==> src/rtl/ctrl_bubble_stage.sv <==
// Decode->execute control register with stall, flush and load-use bubbles.
// Optional saturating bubble counter when BUBBLE_STATS_EN is defined.
module ctrl_bubble_stage #(
    parameter int unsigned       CTRL_W        = 8,
    parameter int unsigned       BUBBLE_CYCLES = 1,
    parameter logic [CTRL_W-1:0] KILL_MASK     = {CTRL_W{1'b1}},
    parameter int unsigned       STAT_W        = 16
) (
    input  logic              clock,
    input  logic              reset,
    input  logic [CTRL_W-1:0] ctrl_in,
    input  logic              valid_in,
    input  logic              stall,
    input  logic              flush,
    input  logic              hazard,
    output logic [CTRL_W-1:0] ctrl_out,
    output logic              valid_out,
    output logic              hold_upstream,
    output logic [STAT_W-1:0] bubble_cnt
);

    typedef enum logic [0:0] {
        IDLE   = 1'b0,
        BUBBLE = 1'b1
    } state_t;

    localparam logic [3:0] REMAIN_INIT = 4'(BUBBLE_CYCLES - 1);

    state_t            state;
    state_t            stateNext;
    logic [3:0]        remain;
    logic [3:0]        remainNext;
    logic [CTRL_W-1:0] ctrlNext;
    logic              validNext;
    logic [CTRL_W-1:0] bubbleVal;
    logic              loadBubble;

    logic doFlush;
    logic doHold;
    logic doStep;
    logic doAccept;
    logic doLoad;

    assign bubbleVal = ctrl_in & ~KILL_MASK;

    // Exactly one action per edge; flush > stall > bubble > load.
    assign doFlush  = flush;
    assign doHold   = ~flush & stall;
    assign doStep   = ~flush & ~stall & (state == BUBBLE);
    assign doAccept = ~flush & ~stall & (state == IDLE) & hazard;
    assign doLoad   = ~flush & ~stall & (state == IDLE) & ~hazard;

    always_comb begin
        stateNext  = state;
        remainNext = remain;
        ctrlNext   = ctrl_out;
        validNext  = valid_out;
        loadBubble = 1'b0;
        unique case (1'b1)
            doFlush: begin
                ctrlNext   = bubbleVal;
                validNext  = 1'b0;
                stateNext  = IDLE;
                remainNext = 4'd0;
            end
            doHold: begin
            end
            doStep: begin
                ctrlNext   = bubbleVal;
                validNext  = 1'b0;
                loadBubble = 1'b1;
                remainNext = (remain == 4'd0) ? 4'd0 : remain - 4'd1;
                if (remain <= 4'd1) begin
                    stateNext = IDLE;
                end
            end
            doAccept: begin
                ctrlNext   = bubbleVal;
                validNext  = 1'b0;
                loadBubble = 1'b1;
                remainNext = REMAIN_INIT;
                stateNext  = (REMAIN_INIT != 4'd0) ? BUBBLE : IDLE;
            end
            doLoad: begin
                ctrlNext  = ctrl_in;
                validNext = valid_in;
            end
            default: begin
            end
        endcase
    end

    always_ff @(posedge clock or posedge reset) begin
        if (reset) begin
            state     <= IDLE;
            remain    <= 4'd0;
            ctrl_out  <= '0;
            valid_out <= 1'b0;
        end else begin
            state     <= stateNext;
            remain    <= remainNext;
            ctrl_out  <= ctrlNext;
            valid_out <= validNext;
        end
    end

    // Upstream already obeys stall directly, so stall alone does not hold it.
    assign hold_upstream = ~flush
        & ((state == BUBBLE) | ((state == IDLE) & hazard & ~stall));

`ifdef BUBBLE_STATS_EN
    logic [STAT_W-1:0] statCnt;

    always_ff @(posedge clock or posedge reset) begin
        if (reset) begin
            statCnt <= '0;
        end else if (loadBubble && (statCnt != {STAT_W{1'b1}})) begin
            statCnt <= statCnt + 1'b1;
        end
    end

    assign bubble_cnt = statCnt;
`else
    logic unusedStat;
    assign unusedStat = loadBubble;
    assign bubble_cnt = '0;
`endif

endmodule

==> config.mk <==
export PLATFORM = sky130hd
export DESIGN_NAME = ctrl_bubble_stage
export DESIGN_NICKNAME = d
export VERILOG_FILES = /design/src/rtl/ctrl_bubble_stage.sv
export SDC_FILE = /design/constraint.sdc
export NUM_CORES = 1
export LEC_CHECK = 0
export BUFFER_PORTS_ARGS = -buffer_cell sky130_fd_sc_hd__buf_2
export CORE_UTILIZATION = 37
export CTS_CLUSTER_SIZE = 30
export DETAILED_ROUTE_END_ITERATION = 12
export PLACE_DENSITY = 0.74
export SYNTH_ARGS = -nofsm -noshare
export SYNTH_HDL_FRONTEND = slang
export SYNTH_SLANG_ARGS = --single-unit
==> constraint.sdc <==
create_clock -name clock -period 0.9 [get_ports clock]
set_input_delay 0.27 -clock clock [delete_from_list [all_inputs] [get_ports clock]]
set_output_delay 0.27 -clock clock [all_outputs]
set_load 0.02 [all_outputs]
# ---- After elaboration in Yosys (flattened, before gate mapping)
# Index checks and enable logic that the tools add are counted.
# W data, S select, Z words.
dict set report totals {
  ff_bits 14
}
dict set report classes {
  add_sub_neg 1
  order_cmp 1
  eq_ne 1
  n_bitwise 13
  mux 6
  n_reduce_logical 6
}
# operator n
set op_table {}
lappend op_table {{$pmux W8 S2} 1}
lappend op_table {{$and A1 B1 Y1} 8}
lappend op_table {{$pmux W4 S2} 1}
lappend op_table {{$le A4 B1 Y1 const B} 1}
lappend op_table {{$logic_not A4 Y1} 1}
lappend op_table {{$mux W4} 1}
lappend op_table {{$not A1 Y1} 4}
lappend op_table {{$pmux W1 S2} 2}
lappend op_table {{$reduce_bool A2 Y1} 2}
lappend op_table {{$sub A4 B1 Y4 const B} 1}
lappend op_table {{$reduce_or A3 Y1} 1}
lappend op_table {{$ne A2 B1 Y1 const B} 1}
lappend op_table {{$reduce_and A2 Y1} 1}
lappend op_table {{$reduce_or A2 Y1} 1}
lappend op_table {{$mux W1} 1}
lappend op_table {{$or A1 B1 Y1} 1}

# ---- Logic depth before layout (Yosys ltp)
# Gate-level depths: netlist of the first run.
dict set report depth {
  word_depth 7
  ltp_mapped 3
}

# ---- Worst setup path after synthesis of the first run
# Ideal clock, no wire load.
dict set report synth_timing {
  path_kind {input -> output}
  start {input port hazard}
  end {output port hold_upstream}
  path_buffers 0
  stages 2
  slack_ps -301
  arrival_ps 931
  cell_sequence {clkinv_1 > nor3_1}
}
dict set report synth_via {
  elab_chain_len 4
}
# item line
set synth_rtl {}
lappend synth_rtl {{from (decl)} 15} ;# input logic hazard,
lappend synth_rtl {{$and A1 B1 Y1 (2 in a row)} 109} ;# & ((state == BUBBLE) | ((state == IDLE) & hazard & ~stall));
lappend synth_rtl {{$or A1 B1 Y1} 109}
lappend synth_rtl {{$and A1 B1 Y1} 109}
lappend synth_rtl {{to (decl)} 18} ;# output logic hold_upstream,
# No other way between the ends.

# ---- Final worst setup path of the first run
dict set report layout_timing {
  start {register ctrl_out[7]}
  end {output port ctrl_out[7]}
}
# item line
set layout_lines {}
lappend layout_lines {{from (decl)} 16} ;# output logic [CTRL_W-1:0] ctrl_out,
lappend layout_lines {{from (signal assigned)} 102} ;# ctrl_out <= ctrlNext;
# No word-level cell between the ends.

==> impl_metrics.toml, run 1 <==
[route]
via_count = 425
drc_errors = 0
dr.first_iter.drc_count = 3
wirelength_um = 1070
antenna_left = 0
post_drt_wl_per_cell_um = 11.63
route.detailed.vias_per_inst = 4.620
dr.pass1.iters = 4

[run]
cap_viol_max_count = 0

[grt]
antenna_found_initial = 0
overflow = 0
grt_pass1_vias = 403
grt_first_pass_wirelength_um = 1711
grt_util_all_layers_pct = 17.62
grt_max_degree = 10

[run_status]
status = "finished with violations"
violations = "negative setup slack"

[final_layout]
drive_above_1_share_pct = 44.87
design_area_um2 = 752.0
syn2layout_area_growth_pct = 48.03
nNetsFinal = 93
post-route-util_pct = 63.40
nFillCells = 107
multi_input_area_um2 = 215.2
antenna_cells = 0
seq_area_um2 = 225.2

[hold_path]
worstHoldPathType = "primary input to register"
hold_depth = 2
min_from = "ctrl_in[6]"
worstHoldEndpoint = "ctrl_out[6]"

[worst_setup_path]
critPathBufInv = 1
endpoint_kind = "output pin"
r2r_start = "ctrl_out[0]"
start_kind = "register"
cp.required_ps = 630
crit_family = "flip-flops"
crit_path_top_delay_cell = "dfrtp_1"
worstReg2RegEnd = "ctrl_out[0]"
r2r_setup_slack_ps = 60
cpPeakStageDelay_ps = 400
crit_chain = "buf_6"
arrival_ps = 800
reg2reg_depth = 2
crit_fanout = 2
criticalPathCategory = "register to output pin"
worst-path-stages = 1

[sta]
setup_viol = 10
hold_viol = 0
fin_crit_ps = 1066
timing.final.crit_share_pct = 118.4
setup_tns_ps = -1399
worst_slack_ps = -166.0
finClkSkew_ps = 0
rsz0062_at_grt = "true"
slew_violations = 0
fmaxAchievable_mhz = 938.0

[die]
boundaryPins = 40
die_w_um = 39.06
dieHeight_um = 39.06
start_util_pct = 42.83
core-area_um2 = 1186
dieArea_um2 = 1525
rows = 12

[clocking]
htree_levels = 1
clockBufferDepth = 2
insertion_delay_ps = 250
cts_tree = "built"
clk_pin_slew_worst_paths_ps = 60
clock-sinks = 9
cts_buffers = 3
cts-root-buf = "clkbuf_4"

[logic_synthesis]
yosys.area.top_type = "dfrtp_1"
yosys_register_bits = 9
synthArstFlopShare_pct = 100.0
yosys_warnings = 0
synth-edff-count = 0
netlist_top_cells_area = "dfrtp_1, buf_4, a32o_1, nor2b_1, nor2_4"
yosys.area.top_type_share_pct = 44.33
netlist_instances = 46
netlist-cell-type-count = 9
synth.avg_cell_area_um2 = 11.04
syn-cell-area_um2 = 508.0
synthFlopType = "dfrtp_1"
synth_commonest_cells = "buf_4, a32o_1, dfrtp_1"
synth_most_common_cell = "buf_4"
ys_seq_area_share_pct = 44.33

[pwr]
leakage_nw = 0.3913
powerDensity_nw_per_um2 = 1308
vdd_drop_max_mv = 0.7855

[place]
gp_congestion = 0.6653
port_buffers = 23
place_area_um2 = 615.6
dp_hpwl_um = 745.6
-- power breakdown --
group | internal, W | total [W] | switching (W)
sequential | 0.000420 | 0.000430 | 0.0000106
clock | 0.000171 | 0.000307 | 0.000137
combinational | 0.000102 | 0.000246 | 0.000144
total | 0.000692 | 0.000983 | 0.000291
-- worst reg2reg max path: stages, from the launching register on --
cell	delay (ps)
dfrtp_1	390
nor2b_1	140
a32o_1	200
-- sequential cells by signal, summed over array words and instances (netlist names) --
name	count
valid_out	1
ctrl_out	8
-- metal layers --
metal,routed length (um),global-route usage (%),part of all wire [%]
met5,0,0,0
met4,20,12.93,1.9
met3,92,2.890,8.6
met2,585,30.00,55
met1,372,19.34,35
-- metrics by stage --
stage / instances / total power, W / hold slack (ps) / setup WS (ps)
6_report: 92 / 0.0009833 / 253.2 / -166.0
5_1_grt: 92 / 0.001038 / 250.4 / -192.6
4_1_cts: 91 / 0.0009896 / 250.2 / -171.0
3_5_place_dp: 85 / 0.0006397 / 239.6 / -137.1
3_3_place_gp: 85 / 0.0006380 / 242.1 / -122.8
2_1_floorplan: 61 / 0.0006253 / 97.92 / -5.166
-- area by class of cell --
type	count	area share [%]
well taps	14	2.329
clock buffers	4	3.494
flip-flops and latches	9	29.95
repair buffers	30	33.94
multi-input cells	33	28.62
inverters	2	1.664
-- worst max-delay path by stage --
stage | slack, ps | endpoint | start
2_1_floorplan | -5 | hold_upstream | stall
3_3_place_gp | -120 | hold_upstream | hazard
3_5_place_dp | -140 | hold_upstream | hazard
4_1_cts | -170 | ctrl_out[7] | ctrl_out[7]
5_1_grt | -190 | ctrl_out[7] | ctrl_out[7]
6_report | -170 | ctrl_out[7] | ctrl_out[7]
-- kinds of logic after synthesis --
| logic type | Yosys count | synth area share, % |
|---|---|---|
| compound gates | 9 | 17.73 |
| other cells | 1 | 0.7382 |
| buf+inv | 19 | 26.60 |
| flops | 9 | 44.34 |
| simple gates | 8 | 10.59 |
-- placed cells by master (no fill, tap or decap) --
cell and instances:
clkbuf_4 3, nor3_4 1, nor2_4 1, nor2b_1 6
buf_2 10, a32o_1 9, buf_6 12, dlygate4sd3_1 1
buf_8 1, conb_1 16, inv_1 1, buf_4 6
clkinv_4 1, clkbuf_1 1, dfrtp_1 9
-- timing repair --
action,CTS,global route
hold buffers,1,0
pin swaps,1,0
buffers inserted,1,1
gates resized for setup,26,0
endpoints found under the setup margin,10,10
hold endpoints to repair,9,0
No activity file was read; power rests on OpenSTA's default activity.
==> inputs of run 2 (changes only) <==
Settings changed: CORE_AREA set to 2 2 39 41, CORE_UTILIZATION 37 to not set, DIE_AREA set to 0 0 41 43, PLACE_DENSITY 0.74 to 0.76.
Clock period 0.9 ns to 1.3 ns, I/O delays scaled along.
==> impl_metrics.toml, run 2 (synthesis gave the netlist of run 1 again) <==
[run_status]
status = "completed"

[worst_setup_path]
criticalPathCategory = "primary input to output pin"
r2r_setup_slack_ps = 490
crit_path_top_delay_cell = "buf_2"
arrival_ps = 850
critPathBufInv = 3
path_common_cell = "buf_2"
endpoint_kind = "output pin"
crit_chain = "buf_2, clkinv_1, nor3_2, buf_2"
start_kind = "primary input"
r2r_start = "ctrl_out[6]"
cpPeakStageDelay_ps = 170
crit_family = "buffers and inverters"
crit_start = "hazard"
cp.required_ps = 910
crit_fanout = 2

[sta]
hold_viol = 0
fmaxAchievable_mhz = 807.6
setup_viol = 0
finClkSkew_ps = 0
slew_violations = 0
holdWs_ps = 70.15
worst_slack_ps = 61.73
rsz0062_at_grt = "false"
setup_tns_ps = 0
fin_crit_ps = 1238
timing.final.crit_share_pct = 95.25

[clocking]
cts-root-buf = "clkbuf_4"
cts_buffers = 3
insertion_delay_ps = 250
cts_hold_buf = 0
clockBufferDepth = 2
htree_levels = 1
clock-sinks = 9
cts_resized = 0
clk_pin_slew_worst_paths_ps = 60
cts_setup_buffers = 0
cts_tree = "built"

[pwr]
powerDensity_nw_per_um2 = 1034
leakage_nw = 0.3510
vdd_drop_max_mv = 0.7987

[final_layout]
largest-register = "ctrl_out"
nFillCells = 153
top_regs = "ctrl_out (8), valid_out (1)"
antenna_cells = 0
drive_above_1_share_pct = 41.89
syn2layout_area_growth_pct = 23.15
largest_reg_flops = 8
nNetsFinal = 89
finalNonFillerCells = 90
mostFrequentLayoutCells = "buf_2, conb_1, a32o_1, dfrtp_1, nor2b_1"
design_area_um2 = 625.6
final_common_cell = "buf_2"

[route]
dr.pass1.iters = 4
drc_errors = 0
wirelength_um = 941
via_count = 395
route.detailed.vias_per_inst = 4.389
antenna_left = 0
dr.first_iter.drc_count = 10
post_drt_wl_per_cell_um = 10.46

[die]
die_w_um = 41
core-area_um2 = 1384
start_util_pct = 36.71
dieArea_um2 = 1763
dieHeight_um = 43
boundaryPins = 40
rows = 14

[grt]
grt_first_pass_wirelength_um = 1400
antenna_found_initial = 0
grt_max_degree = 10
overflow = 0
grt_util_all_layers_pct = 12.23
grt_pass1_vias = 341

[place]
place_ws_ps = 60.43
gp_congestion = 0.7637
dp_hpwl_um = 725.6
dp_cells = 86
port_buffers = 23
place_area_um2 = 599.3

[hold_path]
worstHoldPathType = "primary input to async pin"

[run]
cap_viol_max_count = 0
-- run 2: through the flow --
stage / total power (W) / utilization (%)
finish: 0.0006469 / 45.21
global route: 0.0006885 / 45.21
CTS: 0.0006575 / 45.21
detailed placement: 0.0004366 / 43.31
global placement: 0.0004350 / 43.31
floorplan: 0.0004263 / -
-- run 2: area by class of cell --
cell class	count	area (um^2)	area share (%)
Inverter	2	7.507	1.200
Timing Repair Buffer	26	137.6	22.00
Multi-Input combinational cell	33	209.0	33.40
Tap cell	16	20.02	3.200
Sequential cell	9	225.2	36.00
Clock buffer	4	26.28	4.200
-- run 2: report_power, final --
group | leakage, nW | switching [W] | total (W) | internal (W)
clock network | 0.0150 | 0.0000976 | 0.000216 | 0.000118
registers | 0.123 | 0.00000454 | 0.000295 | 0.000291
logic | 0.213 | 0.0000944 | 0.000136 | 0.0000416
total | 0.351 | 0.000197 | 0.000647 | 0.000450
-- run 2: worst register-to-register path, delay by kind of cell, from the launching register on --
| family | cells | cell delay [ps] |
|---|---|---|
| and+or+nand+nor | 1 | 130 |
| AOI/OAI and AO/OA | 1 | 200 |
| DFF | 1 | 370 |
-- run 2: final timing paths --
| kind | cells after the start | end |
|---|---|---|
| worst max register to register | 2 | ctrl_out[6] |
| worst min-delay path | 2 | ctrl_out[2] |
| max in group asynchronous | 2 | ctrl_out[6] |
| worst min register to register | 1 | ctrl_out[3] |
| min in group clock | 2 | ctrl_out[3] |
| worst max-delay path | 4 | hold_upstream |
-- run 2: routing by layer --
layer,track usage (%),routed length [um],vias to the layer above
met5,0,0,-
li1,-,-,188
met4,4.000,0,0
met2,16.25,475,23
met3,7.853,104,0
met1,15.88,361,184
==> inputs of run 3 (changes only) <==
Settings changed: CTS_BUF_LIST set to sky130_fd_sc_hd__clkbuf_4.
==> impl_metrics.toml, run 3 (synthesis gave the netlist of run 1 again) <==
[sta]
rsz0062_at_grt = "false"
finClkSkew_ps = 0
fin_crit_ps = 1237
setup_viol = 0
setup_tns_ps = 0
slew_violations = 0
hold_viol = 0
timing.final.crit_share_pct = 95.15
fmaxAchievable_mhz = 808.4
worst_slack_ps = 63.03

[die]
core-area_um2 = 1384
rows = 14
start_util_pct = 36.71
die_w_um = 41
boundaryPins = 40
dieArea_um2 = 1763
dieHeight_um = 43

[place]
gp_congestion = 0.7637
place_ws_ps = 60.43
port_buffers = 23
dp_hpwl_um = 725.6

[route]
drc_errors = 0
antenna_left = 0
dr.pass1.iters = 4
dr.first_iter.drc_count = 12
wirelength_um = 947
post_drt_wl_per_cell_um = 10.52
via_count = 392
route.detailed.vias_per_inst = 4.356

[grt]
antenna_found_initial = 0
overflow = 0
grt_max_degree = 10
grt_first_pass_wirelength_um = 1400
grt_pass1_vias = 339
grt_util_all_layers_pct = 12.23

[hold_path]
worstHoldPathType = "primary input to async pin"

[worst_setup_path]
criticalPathCategory = "primary input to output pin"
start_kind = "primary input"
crit_fanout = 2
arrival_ps = 850
cp.required_ps = 910
endpoint_kind = "output pin"

[final_layout]
top_regs = "ctrl_out (8), valid_out (1)"
final_common_cell = "buf_2"
nNetsFinal = 89
largest-register = "ctrl_out"
antenna_cells = 0
largest_reg_flops = 8
mostFrequentLayoutCells = "buf_2, conb_1, a32o_1, dfrtp_1, nor2b_1"
drive_above_1_share_pct = 43.24
syn2layout_area_growth_pct = 23.89
nFillCells = 151

[clocking]
clock-sinks = 9
cts_hold_buf = 0
cts_buffers = 3
cts-root-buf = "clkbuf_4"
cts_resized = 0
cts_tree = "built"
htree_levels = 1
clockBufferDepth = 2
cts_setup_buffers = 0
insertion_delay_ps = 260
clk_pin_slew_worst_paths_ps = 60

[pwr]
leakage_nw = 0.3544
vdd_drop_max_mv = 0.9005
powerDensity_nw_per_um2 = 1064

[run]
cap_viol_max_count = 0

[run_status]
status = "completed"
-- run 3: cell count changes in the layout (fill, tap and decap cells not counted) --
cell,change
clkbuf_1,-1
clkbuf_4,+1
-- run 3: layout make-up --
type | count | area (um^2) | area share, %
Clock buffer | 4 | 30.03 | 4.771
Timing Repair Buffer | 26 | 137.6 | 21.87
Sequential cell | 9 | 225.2 | 35.79
Inverter | 2 | 7.507 | 1.193
Multi-Input combinational cell | 33 | 209.0 | 33.20
Tap cell | 16 | 20.02 | 3.181
-- run 3: path summary, 6_finish.rpt --
check | startpoint | to | slack [ps] | cells past startpoint
setup / recovery | hazard | hold_upstream | 60 | 4
hold / removal | reset | ctrl_out[2] | 70 | 2
setup reg to reg | ctrl_out[6] | ctrl_out[6] | 490 | 2
hold reg to reg | ctrl_out[3] | ctrl_out[3] | 490 | 1
max in group asynchronous | reset | valid_out | 980 | 2
min in group clock | ctrl_in[3] | ctrl_out[3] | 370 | 2
-- run 3: worst max-delay path: stages --
cell and delay [ps]:
buf_2 80, clkinv_1 100, nor3_2 100, buf_2 170
-- run 3: stage by stage --
stage	util [%]	instances	power, W	hold slack (ps)	instance area (um^2)
final	45.48	90	0.0006698	67.31	629.4
after global routing	45.48	90	0.0007103	82.14	629.4
after CTS	45.48	90	0.0006791	71.26	629.4
after detailed placement	43.31	86	0.0004366	360.8	599.3
after global placement	43.31	86	0.0004350	358.3	599.3
after floorplan	-	61	0.0004263	217.9	569.3
-- run 3: power breakdown --
group | total [W] | internal [W] | leakage (nW) | switching, W
clock network | 0.000238 | 0.000139 | 0.0184 | 0.0000991
logic | 0.000136 | 0.0000416 | 0.213 | 0.0000948
registers | 0.000295 | 0.000291 | 0.123 | 0.00000453
-- run 3: layer usage --
metal / up-vias / track usage (%) / share of wire [%]
met2: 21 / 16.25 / 47
met4: 0 / 4.000 / 0.84
met5: - / 0 / 0
met3: 2 / 7.853 / 11
met1: 183 / 15.88 / 42
li1: 186 / - / -
